===== config.mk =====
export PLATFORM = sky130hd
export DESIGN_NAME = lamp_fade_driver
export DESIGN_NICKNAME = d
export VERILOG_FILES = /design/src/rtl/lamp_pkg.sv /design/src/rtl/lamp_pwm_gen.sv /design/src/rtl/lamp_fade_driver.sv
export SDC_FILE = /design/constraint.sdc
export NUM_CORES = 1
export LEC_CHECK = 0
export CAP_MARGIN = 0
export CORE_MARGIN = 2
export CORE_UTILIZATION = 50
export DETAILED_ROUTE_END_ITERATION = 10
export GPL_TIMING_DRIVEN = 1
export PLACE_DENSITY_LB_ADDON = 0.2
export SLEW_MARGIN = 20
export SYNTH_ARGS = -nofsm -noshare
export SYNTH_HDL_FRONTEND = slang
export SYNTH_SLANG_ARGS = --single-unit

===== constraint.sdc =====
create_clock -name clk -period 5.6 [get_ports clk]
set_input_delay 1.12 -clock clk [delete_from_list [all_inputs] [get_ports clk]]
set_output_delay 1.12 -clock clk [all_outputs]
set_load 0.005 [all_outputs]

===== src/rtl/lamp_pkg.sv =====
// Shared types for the lamp output stage: fade FSM states and the default duty word.
// The controller bench imports the same definitions.
package lamp_pkg;

    localparam int DUTY_W_DEF = 8;

    typedef enum logic [1:0] {
        S_OFF  = 2'd0,
        S_UP   = 2'd1,
        S_ON   = 2'd2,
        S_DOWN = 2'd3
    } fade_state_t;

    typedef logic [DUTY_W_DEF-1:0] duty_t;

    // The indicator LED is held steady while the lamp is lit or brightening.
    function automatic logic state_is_lit(input fade_state_t s);
        return (s == S_UP) || (s == S_ON);
    endfunction

endpackage


===== src/rtl/lamp_pwm_gen.sv =====
// Free-running PWM generator.
// The duty is latched only at the period boundary, so a period never sees a mid-period duty change.
module lamp_pwm_gen #(
    parameter int DUTY_W = 8
) (
    input  logic              clk,
    input  logic              rst,
    input  logic [DUTY_W-1:0] duty,
    output logic              pwm_out
);

    localparam logic [DUTY_W-1:0] DUTY_ONE = DUTY_W'(1);
    localparam logic [DUTY_W-1:0] DUTY_MAX = {DUTY_W{1'b1}};
    localparam logic [DUTY_W-1:0] CNT_LAST = DUTY_MAX - DUTY_ONE;

    logic [DUTY_W-1:0] r_pwm_cnt;
    logic [DUTY_W-1:0] r_duty_lat;
    logic              r_pwm_out;

    // Period counter, period-boundary duty latch and registered compare.
    always_ff @(posedge clk or posedge rst) begin
        if (rst) begin
            r_pwm_cnt  <= '0;
            r_duty_lat <= '0;
            r_pwm_out  <= 1'b0;
        end else begin
            r_pwm_out <= (r_pwm_cnt < r_duty_lat);
            if (r_pwm_cnt == CNT_LAST) begin
                r_pwm_cnt  <= '0;
                r_duty_lat <= duty;
            end else begin
                r_pwm_cnt  <= r_pwm_cnt + DUTY_ONE;
            end
        end
    end

    assign pwm_out = r_pwm_out;

endmodule


===== src/rtl/lamp_fade_driver.sv =====
// Lamp output stage: soft on/off duty ramp feeding a PWM generator, plus the
// mode-indicator LED (off in auto, steady in manual+lit, blinking in manual+dark).
module lamp_fade_driver
    import lamp_pkg::*;
#(
    parameter int DUTY_W      = 8,
    parameter int RAMP_STEP_T = 40,
    parameter int BLINK_T     = 5000
) (
    input  logic              clk,
    input  logic              rst,
    input  logic              lamp_req,
    input  logic              man_mode,
    output logic              pwm_out,
    output logic              led_out,
    output logic [DUTY_W-1:0] duty,
    output logic              ramping,
    output logic              at_full
);

    localparam int STEP_W  = (RAMP_STEP_T > 1) ? $clog2(RAMP_STEP_T) : 1;
    localparam int BLINK_W = (BLINK_T > 1) ? $clog2(BLINK_T) : 1;

    localparam logic [DUTY_W-1:0]  DUTY_ONE   = DUTY_W'(1);
    localparam logic [DUTY_W-1:0]  DUTY_MAX   = {DUTY_W{1'b1}};
    localparam logic [STEP_W-1:0]  STEP_ONE   = STEP_W'(1);
    localparam logic [STEP_W-1:0]  STEP_LAST  = STEP_W'(RAMP_STEP_T - 1);
    localparam logic [BLINK_W-1:0] BLINK_ONE  = BLINK_W'(1);
    localparam logic [BLINK_W-1:0] BLINK_LAST = BLINK_W'(BLINK_T - 1);

    fade_state_t        r_state;
    logic [DUTY_W-1:0]  r_duty;
    logic [STEP_W-1:0]  r_step_cnt;
    logic [BLINK_W-1:0] r_blink_cnt;
    logic               r_led_out;
    logic [DUTY_W-1:0]  w_duty_up;
    logic [DUTY_W-1:0]  w_duty_dn;

    // Saturating next duty values so the ramp can never wrap.
    always_comb begin
        w_duty_up = r_duty;
        w_duty_dn = r_duty;
        if (r_duty != DUTY_MAX) begin
            w_duty_up = r_duty + DUTY_ONE;
        end else begin
            w_duty_up = DUTY_MAX;
        end
        if (r_duty != '0) begin
            w_duty_dn = r_duty - DUTY_ONE;
        end else begin
            w_duty_dn = '0;
        end
    end

    // Fade FSM and ramp stepper; a direction change always beats a pending step.
    always_ff @(posedge clk or posedge rst) begin
        if (rst) begin
            r_state    <= S_OFF;
            r_duty     <= '0;
            r_step_cnt <= '0;
        end else begin
            case (r_state)
                S_OFF: begin
                    r_step_cnt <= '0;
                    if (lamp_req) begin
                        r_state <= S_UP;
                    end
                end
                S_UP: begin
                    if (!lamp_req) begin
                        r_state    <= S_DOWN;
                        r_step_cnt <= '0;
                    end else if (r_step_cnt == STEP_LAST) begin
                        r_step_cnt <= '0;
                        r_duty     <= w_duty_up;
                        if (w_duty_up == DUTY_MAX) begin
                            r_state <= S_ON;
                        end
                    end else begin
                        r_step_cnt <= r_step_cnt + STEP_ONE;
                    end
                end
                S_ON: begin
                    r_step_cnt <= '0;
                    if (!lamp_req) begin
                        r_state <= S_DOWN;
                    end
                end
                S_DOWN: begin
                    if (lamp_req) begin
                        r_state    <= S_UP;
                        r_step_cnt <= '0;
                    end else if (r_step_cnt == STEP_LAST) begin
                        r_step_cnt <= '0;
                        r_duty     <= w_duty_dn;
                        if (w_duty_dn == '0) begin
                            r_state <= S_OFF;
                        end
                    end else begin
                        r_step_cnt <= r_step_cnt + STEP_ONE;
                    end
                end
                default: begin
                    r_state    <= S_OFF;
                    r_duty     <= '0;
                    r_step_cnt <= '0;
                end
            endcase
        end
    end

    // Indicator LED; the blink phase restarts whenever blinking is not wanted.
    always_ff @(posedge clk or posedge rst) begin
        if (rst) begin
            r_led_out   <= 1'b0;
            r_blink_cnt <= '0;
        end else if (!man_mode) begin
            r_led_out   <= 1'b0;
            r_blink_cnt <= '0;
        end else if (state_is_lit(r_state)) begin
            r_led_out   <= 1'b1;
            r_blink_cnt <= '0;
        end else if (r_blink_cnt == BLINK_LAST) begin
            r_led_out   <= ~r_led_out;
            r_blink_cnt <= '0;
        end else begin
            r_blink_cnt <= r_blink_cnt + BLINK_ONE;
        end
    end

    lamp_pwm_gen #(
        .DUTY_W (DUTY_W)
    ) u_pwm (
        .clk     (clk),
        .rst     (rst),
        .duty    (r_duty),
        .pwm_out (pwm_out)
    );

    assign led_out = r_led_out;
    assign duty    = r_duty;
    assign ramping = (r_state == S_UP) || (r_state == S_DOWN);
    assign at_full = (r_state == S_ON);

endmodule


# ---- Word level (Yosys, flattened, before mapping)
# Cells that the tools add are included.
# W data, S select, Z words.
dict set report totals {
  in_bits 4
  ramBits 0
  latchBits 0
  output_inout_bits 12
  mem_bits_ro 0
  elab_cells 70
  mem_count 0
  register_bits 47
}
dict set report op_classes {
  mux 27
  n_lt_le_gt_ge 1
  bitwise_logic 1
  n_reduce_logical 9
  n_eq_ne 19
  div_mod_pow 0
  n_addsub 5
  mul 0
  shifts 0
}
# operator n
set op_table {}
lappend op_table {{$mux W8} 7}
lappend op_table {{$mux W13} 3}
lappend op_table {{$mux W6} 3}
lappend op_table {{$pmux W6 S3} 1}
lappend op_table {{$add A8 B1 Y8 const B} 2}
lappend op_table {{$eq A8 B8 Y1 const B} 2}
lappend op_table {{$mux W2} 8}
lappend op_table {{$pmux W8 S2} 1}
lappend op_table {{$add A13 B1 Y13 const B} 1}
lappend op_table {{$eq A13 B13 Y1 const B} 1}
lappend op_table {{$ne A2 B2 Y1 const B} 6}
lappend op_table {{$ne A3 B3 Y1 const B} 4}
lappend op_table {{$logic_not A8 Y1} 1}
lappend op_table {{$lt A8 B8 Y1} 1}
lappend op_table {{$ne A8 B8 Y1 const B} 1}
lappend op_table {{$pmux W2 S4} 1}
lappend op_table {{$reduce_bool A8 Y1} 1}
lappend op_table {{$sub A8 B1 Y8 const B} 1}
lappend op_table {{$add A6 B1 Y6 const B} 1}
lappend op_table {{$eq A6 B6 Y1 const B} 1}
lappend op_table {{$reduce_and A6 Y1} 1}
lappend op_table {{$reduce_and A5 Y1} 1}
lappend op_table {{$eq A2 B2 Y1 const B} 2}
lappend op_table {{$mux W1} 3}
lappend op_table {{7 further kinds} 8}

# ---- Longest topological paths before layout
dict set report logic_depth {
  word_depth 7
  mapped_depth 9
  mapped_depth_nobuf 8
}

# ---- Modules after synthesis
# A second synthesis with hierarchy kept.
dict set report hier_totals {
  cells_unflattened 325
  hier_area_um2 2995.4
}
# mod cells_each instances area_each_um2 seq_area_each_um2
set by_module_without_submodules {}
lappend by_module_without_submodules {lamp_fade_driver 241 1 2055.7 750.7}
lappend by_module_without_submodules {lamp_pwm_gen 84 1 939.7 425.4}

# ---- Worst setup path before layout
# OpenSTA, ideal clock, no wires.
dict set report synth_timing {
  path_kind {reg-to-output}
  startpoint {register r_state[0]}
  endpoint {output port ramping}
  required_ps 4480
  path_stages_with_launch 5
  n_path_buf 2
  setup_slack_ps 3284
  arrival_time_ps 1196
  cell_sequence {dfrtp_1 -> ha_1 -> buf_2 -> clkbuf_1 -> or2_2}
}
dict set report synth_via {
  elab_chain_cells 2
  word_cells_on_any_way 3
  classes_between {eq/ne: 2; reduce/logical: 1}
}
# element line
set synth_rtl {}
lappend synth_rtl {{from (decl)} lamp_fade_driver.sv:31} ;# fade_state_t r_state;
lappend synth_rtl {{from (signal assigned)} lamp_fade_driver.sv:58} ;# r_state <= S_OFF;
lappend synth_rtl {{from (signal assigned)} lamp_fade_driver.sv:66} ;# r_state <= S_UP;
lappend synth_rtl {{from (signal assigned)} lamp_fade_driver.sv:71} ;# r_state <= S_DOWN;
lappend synth_rtl {{$eq A2 B1 Y1 / $eq A2 B2 Y1 (equally long branches)} lamp_fade_driver.sv:142} ;# assign ramping = (r_state == S_UP) || (r_state == S_DOWN);
lappend synth_rtl {{$logic_or A1 B1 Y1 *} lamp_fade_driver.sv:142}
lappend synth_rtl {{to (decl)} lamp_fade_driver.sv:17} ;# output logic ramping,
# Every way passes the cells marked *; elsewhere a longest branch is shown, timed or not.

# ---- Final worst setup path
dict set report layout_timing {
  startpoint {register r_state[1]}
  endpoint {output port ramping}
}
# The elaborated chain is that of the path after synthesis.

==> flow_summary.ini <==
[outcome]
outcome = completed

[detailed_routing]
drc = 0
vias = 2100
drt_iter0_markers = 111
drtPass1Iterations = 4
via_per_inst = 5.38
wirelength_um = 5230
wire_per_inst_um = 13.4
ant_nets = 0

[layout]
seqCellArea_um2 = 1180
n_antenna_cell = 0
most-common-layout-cells = nor2_1, dfrtp_1, o21ai_0, inv_1, ha_1
final_common_cell = nor2_1
fin_nets = 340
fin_cells = 390
syn_to_final_growth_pct = 11.1
drive_gt1_frac = 0.0912
n_fill_cell = 477
multi_input_area_um2 = 1510

[cts]
clk_pin_slew_ns = 0.09
post_cts_buffers = 0
cts_tree = yes
insertion_delay_ns = 0.30
cts.sinks = 47
root_buffer = clkbuf_8
ctsResizeCount = 0
htree_levels = 2
cts_hold_buffers = 0
clockBufferDepth = 2
cts_buffers = 5

[place]
place_hpwl_um = 3750
routabilityCongestion = 0.816
place_inst = 381
io_buffers = 15

[yosys]
synthCells = 305
syn-cell-area_um2 = 2850
synth_compound_area_frac = 0.124
synth_edf_count = 0
synth-simple-area-share = 0.228
syn-mean-instance-area_um2 = 9.33
muxShareOfSynthArea = 0.0163
seq_area_frac_synth = 0.413
synthArstFlopShare = 1.00
yosys_register_bits = 47
yosys.area_share.xor_xnor = 0.0800
synth_top_area_share = 0.413
synth_nets = 328
yosysWarnings = 0
synth_fa_ha_area_frac = 0.0835
yosys.area.top_type = dfrtp_1
synth_area_leaders = dfrtp_1, ha_1, nor2_1
yosys.cell_types.count = 53
synth_ff_type = dfrtp_1
synth_top_family_by_area = simple AND/OR/NAND/NOR gates

[sta]
finalCritPeriodShare = 0.552
rsz0062_at_grt = no
fmax_mhz = 324
finalHoldViolations = 0
worst_pin_slew_ns = 0.793
slew_headroom = 0.471
timing.setup.tns_ns = 0
setup_viol_count_final = 0
fin_worst_skew_ns = 0.00592
period_needed_ns = 3.09
slew_viol_final = 0

[grt]
grt_pass1_vias = 2065
grt_max_degree = 48
grt.total_usage = 0.192
antenna_found_initial = 0
grt_pass1_wl_um = 9520
grt_remaining_overflow = 0

[hold_path]
worst_hold_path_type = flip-flop to flip-flop

[floorplan]
core-area_um2 = 5510
start_util = 0.517
fp-row-count = 27
die_h_um = 79.5
die_width_um = 79.5
die_area_um2 = 6310
num_io_pins = 16

[pwr]
swShare = 0.297
ir_drop_uv = 190
p_leak_nw = 1.34
pwr-share-seq = 0.406
switchingPower_uw = 278
internal-power_uw = 656
total_power_uw = 934
p_clk_frac = 0.316
p_per_area_nw_per_um2 = 295
power.share.combinational = 0.278

[setup_path]
startpoint_type = flip-flop
worstPathMaxFanout = 18
end_kind = primary output
worstSetupPathType = flip-flop to primary output
crit_required_ns = 4.48
worst-endpoint-arrival_ns = 1.97

[flow_run]
drv_cap = 0
-- state kept, by name, indices dropped and copies added (netlist names) --
| register | cells |
|---|---|
| led_out | 1 |
| duty | 8 |
| u_pwm.r_pwm_cnt | 8 |
| u_pwm.r_duty_lat | 8 |
| r_blink_cnt | 13 |
| r_state | 2 |
| u_pwm.pwm_out | 1 |
| r_step_cnt | 6 |
-- synthesized netlist by cell type (all sizes together) (2+ instances only) --
master  count
inv        21
buf         6
nand2      16
nor4        5
ha         19
or2         3
and3        4
nand3      17
xnor2      13
nor2       56
nor3        4
xor2       13
o21ai      25
a21oi      11
mux2        2
nand4       4
nor3b       2
clkbuf      6
mux2i       2
dfrtp      47
a31oi       4
and2        2
o21a        2
or3         2
-- logic make-up (layout without fill, tap and decap cells) --
group | after synthesis | after routing
adders and majority gates | 19 | 19
xor gates and xnor gates | 26 | 26
muxes | 4 | 4
buffers and inverters | 33 | 46
and+or+nand+nor | 122 | 122
DFF | 47 | 47
AOI/OAI and AO/OA | 54 | 54
-- path summary, 6_finish.rpt --
check / startpoint / to / slack (ns) / cells after the start
setup / recovery: r_state[1] / ramping / 2.51 / 3
hold / removal: r_step_cnt[0] / r_step_cnt[0] / 0.46 / 1
setup reg to reg: r_state[1] / r_state[1] / 3.14 / 7
hold reg to reg: r_step_cnt[0] / r_step_cnt[0] / 0.46 / 1
max in group asynchronous: rst / led_out / 3.87 / 2
min in group asynchronous: rst / u_pwm.r_pwm_cnt[0] / 1.26 / 2
-- critical path, cell delays in order (launching register included) --
cell	delay [ns]
dfrtp_1	0.41
ha_1	0.55
or2_2	0.22
clkdlybuf4s50_1	0.49
-- power groups by stage --
stage                     Combinational [mW]  Clock, mW  Sequential (mW)
final                                  0.259      0.296            0.379
after global routing                   0.296      0.320            0.383
after CTS                              0.265      0.304            0.379
after detailed placement               0.264          0            0.386
after global placement                 0.258          0            0.384
after floorplan                        0.201          0            0.382
-- metal layers --
layer  up-vias  wire, um  track usage
met1      1005      2540        0.257
met3         5       148       0.0373
met5         -         0            0
met2        25      2480        0.318
met4         0        65       0.0517
li1       1065         -            -
-- layout make-up --
type                            count  area share
Inverter                           21      0.0253
Clock buffer                        5      0.0218
Multi-Input combinational cell    225       0.479
Timing Repair Buffer               17      0.0522
Clock inverter                      3      0.0214
Sequential cell                    47       0.372
Tap cell                           72      0.0285
-- stage by stage --
stage               setup slack [ns]   util  hold slack, ns  cell area (um2)
floorplan                       3.28      -           0.423             2850
global placement                2.25  0.548           0.443             3020
detailed placement              2.17  0.548           0.452             3020
CTS                             2.48  0.573           0.461             3150
global route                    2.36  0.574           0.483             3160
finish                          2.51  0.574           0.461             3160
No activity file was read; power rests on OpenSTA's default activity.
